## src/rtl/text_pkg.sv

```systemverilog
// Text renderer shared definitions: cell geometry, glyph codes, FSM states.
// Latency: n/a (definitions only).
// Backpressure: n/a (definitions only).
package text_pkg;

  // Screen layout of the text buffer: 16 columns x 2 rows of 8x8 cells.
  localparam int CELL_W    = 8;
  localparam int CELL_H    = 8;
  localparam int COLS      = 16;
  localparam int ROWS      = 2;
  localparam int NUM_CELLS = COLS * ROWS;

  // Glyph codes stored in the text RAM. Code 0 is blank.
  localparam logic [3:0] GLYPH_SPACE = 4'd0;
  localparam logic [3:0] GLYPH_0     = 4'd1;
  localparam logic [3:0] GLYPH_1     = 4'd2;
  localparam logic [3:0] GLYPH_2     = 4'd3;
  localparam logic [3:0] GLYPH_3     = 4'd4;
  localparam logic [3:0] GLYPH_4     = 4'd5;
  localparam logic [3:0] GLYPH_5     = 4'd6;
  localparam logic [3:0] GLYPH_6     = 4'd7;
  localparam logic [3:0] GLYPH_7     = 4'd8;
  localparam logic [3:0] GLYPH_8     = 4'd9;
  localparam logic [3:0] GLYPH_9     = 4'd10;
  localparam logic [3:0] GLYPH_A     = 4'd11;
  localparam logic [3:0] GLYPH_B     = 4'd12;
  localparam logic [3:0] GLYPH_C     = 4'd13;
  localparam logic [3:0] GLYPH_D     = 4'd14;
  localparam logic [3:0] GLYPH_E     = 4'd15;

  typedef enum logic [2:0] {
    S_IDLE,
    S_FETCH,
    S_WAIT,
    S_DRAW,
    S_NEXT,
    S_DONE
  } state_e;

endpackage

```

## src/rtl/font_rom.sv

```systemverilog
// 16-glyph 8x8 font lookup; row 0 is the top row, bit 7 the leftmost pixel.
// Latency: combinational.
// Backpressure: none.
// Ports: code = glyph code, row = glyph row 0..7, bits = pixel row (MSB = left).
module font_rom
  import text_pkg::*;
(
  input  logic [3:0] code,
  input  logic [2:0] row,
  output logic [7:0] bits
);

  // Each glyph is packed as eight row bytes, top row in the most significant byte.
  logic [63:0] glyph;

  always_comb begin
    glyph = 64'h0;
    case (code)
      GLYPH_0: glyph = 64'h3C666E7666663C00;
      GLYPH_1: glyph = 64'h1838181818187E00;
      GLYPH_2: glyph = 64'h3C66060C30607E00;
      GLYPH_3: glyph = 64'h3C66061C06663C00;
      GLYPH_4: glyph = 64'h0C1C3C6C7E0C0C00;
      GLYPH_5: glyph = 64'h7E607C0606663C00;
      GLYPH_6: glyph = 64'h3C607C6666663C00;
      GLYPH_7: glyph = 64'h7E060C1830303000;
      GLYPH_8: glyph = 64'h3C66663C66663C00;
      GLYPH_9: glyph = 64'h3C66663E060C3800;
      GLYPH_A: glyph = 64'h183C66667E666600;
      GLYPH_B: glyph = 64'h7C66667C66667C00;
      GLYPH_C: glyph = 64'h3C66606060663C00;
      GLYPH_D: glyph = 64'h786C6666666C7800;
      GLYPH_E: glyph = 64'h7E60607860607E00;
      default: glyph = 64'h0;
    endcase
    // Row r lives at bits [8*(7-r) +: 8]; ~row gives 7-r for a 3-bit row.
    bits = glyph[{~row, 3'b000} +: 8];
  end

endmodule

```

## src/rtl/text_renderer.sv

```systemverilog
// Redraws the 32-cell text buffer as 8x8 glyphs into the frame buffer, one pixel write per cycle.
// Latency: 67 cycles per cell; done pulses 2144 cycles after start is accepted.
// Backpressure: none; the VGA adapter must accept a pixel every cycle plot is high.
// Ports: clock/resetn; start, cursor_en, cursor_addr (sampled in IDLE); ram_address/ram_q
// (text RAM, 1-cycle read latency); busy, done; x, y, colour, plot (to the VGA adapter).
module text_renderer
  import text_pkg::*;
#(
  parameter logic [7:0] X_ORIGIN  = 8'd16,
  parameter logic [6:0] Y_ORIGIN  = 7'd48,
  parameter logic [2:0] FG_COLOUR = 3'b111,
  parameter logic [2:0] BG_COLOUR = 3'b000
) (
  input  logic       clock,
  input  logic       resetn,
  input  logic       start,
  input  logic       cursor_en,
  input  logic [4:0] cursor_addr,
  output logic [4:0] ram_address,
  input  logic [3:0] ram_q,
  output logic       busy,
  output logic       done,
  output logic [7:0] x,
  output logic [6:0] y,
  output logic [2:0] colour,
  output logic       plot
);

  localparam logic [4:0] LAST_CELL = 5'(NUM_CELLS - 1);

  state_e     state_q, state_d;
  logic [4:0] addr_q, addr_d;
  logic [5:0] pix_q, pix_d;
  logic [3:0] glyph_q, glyph_d;
  logic       inv_q, inv_d;
  logic       cur_en_q, cur_en_d;
  logic [4:0] cur_addr_q, cur_addr_d;
  logic [4:0] ram_address_q, ram_address_d;
  logic [7:0] x_q, x_d;
  logic [6:0] y_q, y_d;
  logic [2:0] colour_q, colour_d;
  logic       plot_q, plot_d;
  logic       busy_q, busy_d;
  logic       done_q, done_d;

  logic [7:0] font_row;
  logic       font_bit;

  font_rom u_font_rom (
    .code (glyph_q),
    .row  (pix_q[5:3]),
    .bits (font_row)
  );

  // px = pix[2:0]; px 0 is the leftmost pixel, held in bit 7.
  assign font_bit = font_row[~pix_q[2:0]];

  always_comb begin
    state_d       = state_q;
    addr_d        = addr_q;
    pix_d         = pix_q;
    glyph_d       = glyph_q;
    inv_d         = inv_q;
    cur_en_d      = cur_en_q;
    cur_addr_d    = cur_addr_q;
    ram_address_d = ram_address_q;
    x_d           = x_q;
    y_d           = y_q;
    colour_d      = colour_q;
    plot_d        = 1'b0;
    done_d        = 1'b0;

    // The RAM address is loaded on the edge entering FETCH so the RAM samples it
    // at the end of FETCH and ram_q is valid throughout WAIT.
    case (state_q)
      S_IDLE: begin
        if (start) begin
          cur_en_d      = cursor_en;
          cur_addr_d    = cursor_addr;
          addr_d        = 5'd0;
          ram_address_d = 5'd0;
          state_d       = S_FETCH;
        end
      end
      S_FETCH: state_d = S_WAIT;
      S_WAIT: begin
        glyph_d = ram_q;
        inv_d   = cur_en_q && (addr_q == cur_addr_q);
        pix_d   = 6'd0;
        state_d = S_DRAW;
      end
      S_DRAW: begin
        x_d      = X_ORIGIN + {1'b0, addr_q[3:0], 3'b000} + {5'b0, pix_q[2:0]};
        y_d      = Y_ORIGIN + {2'b0, addr_q[4], 3'b000} + {4'b0, pix_q[5:3]};
        colour_d = (font_bit ^ inv_q) ? FG_COLOUR : BG_COLOUR;
        plot_d   = 1'b1;
        pix_d    = pix_q + 6'd1;
        if (pix_q == 6'd63) state_d = S_NEXT;
      end
      S_NEXT: begin
        if (addr_q == LAST_CELL) begin
          done_d  = 1'b1;  // registered, so it is high during the DONE cycle
          state_d = S_DONE;
        end else begin
          addr_d        = addr_q + 5'd1;
          ram_address_d = addr_q + 5'd1;
          state_d       = S_FETCH;
        end
      end
      S_DONE:  state_d = S_IDLE;
      default: state_d = S_IDLE;
    endcase

    busy_d = (state_d != S_IDLE);
  end

  always_ff @(posedge clock or negedge resetn) begin
    if (!resetn) begin
      state_q       <= S_IDLE;
      addr_q        <= 5'd0;
      pix_q         <= 6'd0;
      glyph_q       <= 4'd0;
      inv_q         <= 1'b0;
      cur_en_q      <= 1'b0;
      cur_addr_q    <= 5'd0;
      ram_address_q <= 5'd0;
      x_q           <= 8'd0;
      y_q           <= 7'd0;
      colour_q      <= 3'd0;
      plot_q        <= 1'b0;
      busy_q        <= 1'b0;
      done_q        <= 1'b0;
    end else begin
      state_q       <= state_d;
      addr_q        <= addr_d;
      pix_q         <= pix_d;
      glyph_q       <= glyph_d;
      inv_q         <= inv_d;
      cur_en_q      <= cur_en_d;
      cur_addr_q    <= cur_addr_d;
      ram_address_q <= ram_address_d;
      x_q           <= x_d;
      y_q           <= y_d;
      colour_q      <= colour_d;
      plot_q        <= plot_d;
      busy_q        <= busy_d;
      done_q        <= done_d;
    end
  end

  assign ram_address = ram_address_q;
  assign busy        = busy_q;
  assign done        = done_q;
  assign x           = x_q;
  assign y           = y_q;
  assign colour      = colour_q;
  assign plot        = plot_q;

endmodule

```

## config.mk

```make
export PLATFORM = sky130hd
export DESIGN_NAME = text_renderer
export DESIGN_NICKNAME = d
export VERILOG_FILES = /design/src/rtl/text_pkg.sv /design/src/rtl/font_rom.sv /design/src/rtl/text_renderer.sv
export SDC_FILE = /design/constraint.sdc
export NUM_CORES = 1
export LEC_CHECK = 0
export BUFFER_PORTS_ARGS = -buffer_cell sky130_fd_sc_hd__buf_2
export CAP_MARGIN = 10
export CORE_ASPECT_RATIO = 1.4
export CORE_UTILIZATION = 36
export DETAILED_ROUTE_END_ITERATION = 10
export GPL_TIMING_DRIVEN = 1
export SKIP_CTS_REPAIR_TIMING = 1
export SLEW_MARGIN = 10
export SYNTH_ARGS = -nofsm -noshare
export SYNTH_HDL_FRONTEND = slang
export SYNTH_SLANG_ARGS = --single-unit
```

## constraint.sdc

```tcl
create_clock -name clock -period 3.4 [get_ports clock]
set_input_delay 0.68 -clock clock [delete_from_list [all_inputs] [get_ports clock]]
set_output_delay 0.68 -clock clock [all_outputs]
set_load 0.05 [all_outputs]
```

; Word level (Yosys, flattened, before mapping)
; Memory sizes are Yosys's and may differ from the RTL's.
; Cells that the tools add are included.
[totals]
register_bits = 46
latch_bits = 0
ram_bits = 0
rom_bits = 672
input_bits = 13
word_cells = 55
memories = 1
[op_classes]
n_addsub = 6
multipliers = 0
n_div = 0
n_lt_le_gt_ge = 1
n_eq_ne = 9
shifts = 1
n_mux = 14
bitwise = 3
reduce_logical = 7
[memory_table]
columns = memory, words, width, read_ports, rd_ports_with_merged_regs, write_ports, line_no
row1 = (no name shown), 16, 42, 1, 0, 0, font_rom.sv:18  ; case (code)
[op_table]
columns = cell, n
row1 = $shiftx A64 B7 Y8, 1
row2 = $pmux W3 S5, 1
row3 = $mux W3, 4
row4 = $pmux W6 S2, 1
row5 = $mux W5, 2
row6 = $pmux W5 S2, 1
row7 = $add A5 B7 Y8 const A, 1
row8 = $add A8 B3 Y8, 1
row9 = $add A6 B4 Y7 const A, 1
row10 = $add A7 B3 Y7, 1
row11 = $add A6 B1 Y6 const B, 1
row12 = $eq A3 B2 Y1 const B, 2
row13 = $eq A6 B6 Y1 const B, 1
row14 = $not A3 Y3, 2
row15 = $add A5 B1 Y5 const B, 1
row16 = $eq A5 B5 Y1, 1
row17 = $eq A5 B5 Y1 const B, 1
row18 = $lt A3 B4 Y1 const B, 1
row19 = $mux W1, 4
row20 = $ne A2 B2 Y1 const B, 2
row21 = $reduce_bool A2 Y1, 2
row22 = $bmux W1 S3, 1
row23 = $eq A3 B1 Y1 const B, 1
row24 = $eq A3 B3 Y1 const B, 1
row25 = other kinds (6), 6

; Longest topological paths before layout
[depth]
ltp_word = 6
depth_mapped = 11

; Cells and area by module
; Synthesis repeated with hierarchy kept, for this count alone.
[hier_totals]
hier_cells = 372
area_unflattened_um2 = 3150.5
[by_module_without_submodules]
columns = mod, instances, cells_per_inst, area_per_inst_um2, seq_area_each_um2
row1 = text_renderer, 1, 188, 1933.1, 1051.0
row2 = font_rom, 1, 184, 1217.4, 0.0

; Least setup slack after synthesis
; OpenSTA, ideal clock, no wires.
[synth_path]
kind = register to register
startpoint = register glyph_q[0]
endpoint = register colour_q[1] (netlist: colour[1])
setup_ps = 82
arrival_time_ps = 2574
required_time_ps = 3318
setup_slack_ps = 744
path_stages_with_launch = 11
n_path_buf = 1
synth_period_minus_slack_ps = 2656
cell_sequence = dfrtp_1 > buf_2 > inv_1 > ha_1 > and2b_1 > or3_1 > a41oi_1 > o211a_1 > a2111oi_1 > or4_1 > a31oi_1
[synth_via]
elab_chain_cells = 6
[synth_lines]
columns = item, line_no
row1 = "start, declared", text_renderer.sv:34  ; logic [3:0] glyph_q, glyph_d;
row2 = "start signal, assigned", text_renderer.sv:137  ; glyph_q <= glyph_d;
row3 = $mem_v2 Z16 W42, --
row4 = $shiftx A64 B7 Y8, font_rom.sv:37  ; bits = glyph[{~row, 3'b000} +: 8];
row5 = $bmux W1 S3, text_renderer.sv:56  ; assign font_bit = font_row[~pix_q[2:0]];
row6 = $mux W1 (implied by the code), text_renderer.sv:56
row7 = $xor A1 B1 Y1, text_renderer.sv:95  ; colour_d = (font_bit ^ inv_q) ? FG_COLOUR : BG_COLOUR;
row8 = $mux W3, text_renderer.sv:95
row9 = "end signal, assigned", text_renderer.sv:144  ; colour_q <= colour_d;
row10 = "end, declared", text_renderer.sv:41  ; logic [2:0] colour_q, colour_d;
; Every way passes these cells. The select of a mux whose other input is x is not followed.
; A chain may end at the register's enable or synchronous reset.

; Worst setup path in the final report
; Ends and elaborated chain as after synthesis.

==> results.py <==
metrics = {
    "grt": {
        "first_global_vias": 2740,
        "grt_usage_pct": 19.61,
        "grt_max_degree": 43,
        "grt_pass1_wl_um": 13610,
        "antenna_found_initial": 0,
        "grt_overflow_total": 0,
    },
    "cts": {
        "clk_pin_slew_ps": 60,
        "cts_tree": "built",
        "clk_path_buf_depth": 2,
        "cts_made_buffers": 5,
        "cts_root_buf": "clkbuf_16",
        "cts_max_level": 2,
        "insertion_delay_ps": 290,
        "cts.sinks": 42,
    },
    "pwr": {
        "finalPower_uw": 3393,
        "ir_worst_vdd_mv": 0.3859,
        "p_leak_uw": 0.001491,
        "powerDensity_mw_per_mm2": 989.5,
    },
    "timing": {
        "rsz0062_at_grt": "false",
        "finalHoldViolations": 0,
        "layout_setup_ws_ps": 470.5,
        "fin_setup_tns_ps": 0,
        "tightestPinTransition_ps": 959.4,
        "post-route-min-period_ps": 2929,
        "finalClockSkew_ps": 8.114,
        "period_share_pct": 86.16,
        "slew_viol_final": 0,
        "fmax_mhz": 341.4,
        "setup_viol": 0,
        "slew_headroom_pct": 36.04,
    },
    "yosys": {
        "synth-seq-area-share_pct": 34.47,
        "syn_inst": 365,
        "synthFlopType": "dfrtp_1",
        "async_flop_share_pct": 100.0,
        "synth-edff-count": 0,
        "synth_cell_type_count": 62,
        "syn_area_per_cell_um2": 8.354,
        "syn_nets": 391,
        "synth_area_leaders": "dfrtp_1 34%, nand2_1 8.9%, o21ai_0 5.7%",
        "synth_warnings": 0,
        "synth_top_area_share_pct": 34.47,
        "yosys.area.top_type": "dfrtp_1",
        "ys_ff_latch": 42,
        "synth_area_mm2": 0.003049,
    },
    "route": {
        "vias": 2817,
        "ant_nets": 0,
        "dr.pass1.iters": 5,
        "drt-total-wl_um": 8305,
        "viasPerCell": 5.702,
        "drt-initial-drc-count": 289,
        "wire_per_inst_um": 16.81,
        "drc": 0,
    },
    "critical_path": {
        "crit_fanout": 9,
        "end_kind": "flop",
        "crit_path_start_kind": "flop",
        "crit_type": "flop to flop",
        "arrival_ps": 3140,
        "r2r-end": "colour[1]$_DFFE_PN0P_",
        "reg2regPathDepth": 9,
        "cp_data_required_time_ps": 3610,
        "rrSetupSlack_ps": 470,
        "r2r_start": "glyph_q[0]$_DFFE_PN0N_",
    },
    "die": {
        "initial_core_util_pct": 37.19,
        "die_y_um": 110.9,
        "die_w_um": 79.78,
        "row_count": 39,
        "io_pins": 39,
        "die-area_mm2": 0.008847,
        "coreArea_mm2": 0.008198,
    },
    "status": {
        "status": "completed",
    },
    "cells_and_area": {
        "final_cell_mix": "72 x nand2_1, 42 x dfrtp_1, 37 x buf_2",
        "final_nets": 417,
        "area_growth_pct": 12.47,
        "layout-drive-gt1-share_pct": 17.60,
        "fin_util_pct": 41.83,
        "antenna_cells": 0,
        "layout_commonest_cell": "nand2_1",
    },
    "worst_hold_path": {
        "hold_path_startpoint": "x[1]$_DFFE_PN0P_",
        "hold_depth": 2,
        "min_to": "x[1]$_DFFE_PN0P_",
        "hp-class": "flop to flop",
    },
    "placed_design": {
        "port_buffers": 37,
        "hpwlAfterDp_um": 6024,
        "pre_cts_ws_ps": 511.7,
        "gp_congestion": 0.9929,
    },
    "run": {
        "drv_cap": 0,
    },
}
-- cell type report --
class | instances | area, µm²
Clock buffer | 5 | 125.1
Clock inverter | 3 | 25.02
Fill cell | 832 | 4768
Inverter | 12 | 45.04
Multi-Input combinational cell | 280 | 1773
Sequential cell | 42 | 1051
Tap cell | 102 | 127.6
Timing Repair Buffer | 50 | 282.8
-- cell usage after synthesis (all sizes together), types with 6 or more instances --
cell / n
nand2: 72
dfrtp: 42
o21ai: 35
buf: 19
nor2: 15
a21oi: 13
ha: 13
clkbuf: 12
inv: 10
nand3: 10
mux2i: 9
nand2b: 8
nor3: 8
nand3b: 6
nor2b: 6
xnor2: 6
-- layer usage --
| metal | global-route usage, % | vias up | wire (µm) |
|---|---|---|---|
| li1 | - | 1343 | - |
| met1 | 23.08 | 1361 | 3396 |
| met2 | 33.28 | 78 | 4148 |
| met3 | 2.058 | 35 | 236 |
| met4 | 12.26 | 0 | 523 |
| met5 | 0 | - | 0 |
-- where the power goes --
group / internal (µW) / leakage [µW] / total, µW / switching [µW]
sequential: 634 / 0.000504 / 838 / 205
combinational: 757 / 0.000916 / 2070 / 1310
clock: 276 / 0.0000704 / 488 / 212
total: 1670 / 0.00149 / 3390 / 1730
-- cells by family (layout without fill, tap and decap cells) --
group                    Yosys count  count (layout)  share of synthesized area, %
AND/OR/NAND/NOR                  148             148                         23.23
other                              1               1                        0.1230
adder cells (fa/ha/maj)           13              13                         5.335
XOR/XNOR                           9               9                         2.585
multiplexers                      15              15                         6.032
buffers and inverters             43              70                         7.386
flip-flops                        42              42                         34.47
AO/OA/AOI/OAI                     94              94                         20.85
-- worst max path at each step --
stage	slack, ps	startpoint	endpoint
after floorplan	740	glyph_q[0]$_DFFE_PN0N_	colour[1]$_DFFE_PN0P_
after global placement	510	glyph_q[3]$_DFFE_PN0N_	colour[1]$_DFFE_PN0P_
after detailed placement	510	glyph_q[0]$_DFFE_PN0N_	colour[1]$_DFFE_PN0P_
after CTS	480	glyph_q[0]$_DFFE_PN0N_	colour[1]$_DFFE_PN0P_
after global routing	250	glyph_q[0]$_DFFE_PN0N_	colour[1]$_DFFE_PN0P_
final	470	glyph_q[0]$_DFFE_PN0N_	colour[1]$_DFFE_PN0P_
-- worst max-delay path: stages (launching register included) --
cell and delay, ps:
dfrtp_1 510, inv_1 180, ha_1 330, mux4_2 520
o2111a_1 280, o211a_1 120, a2111oi_1 490, buf_4 200
o31ai_1 70, a31oi_1 160
-- sequential cells by signal (all words and copies together), names as in the netlist, 3 cells and up --
register and flops:
y 5, state_q 3, ram_address 5, cur_addr_q 5, glyph_q 4, x 8, pix_q 6
-- through the flow --
stage / cells / hold WS [ps] / cell area, µm²
2_1_floorplan: 365 / 384.4 / 3049
3_3_place_gp: 486 / 457.1 / 3279
3_5_place_dp: 486 / 456.9 / 3279
4_1_cts: 494 / 481.0 / 3430
5_1_grt: 494 / 514.9 / 3430
6_report: 494 / 475.5 / 3430
No activity file was read; power rests on OpenSTA's default activity.
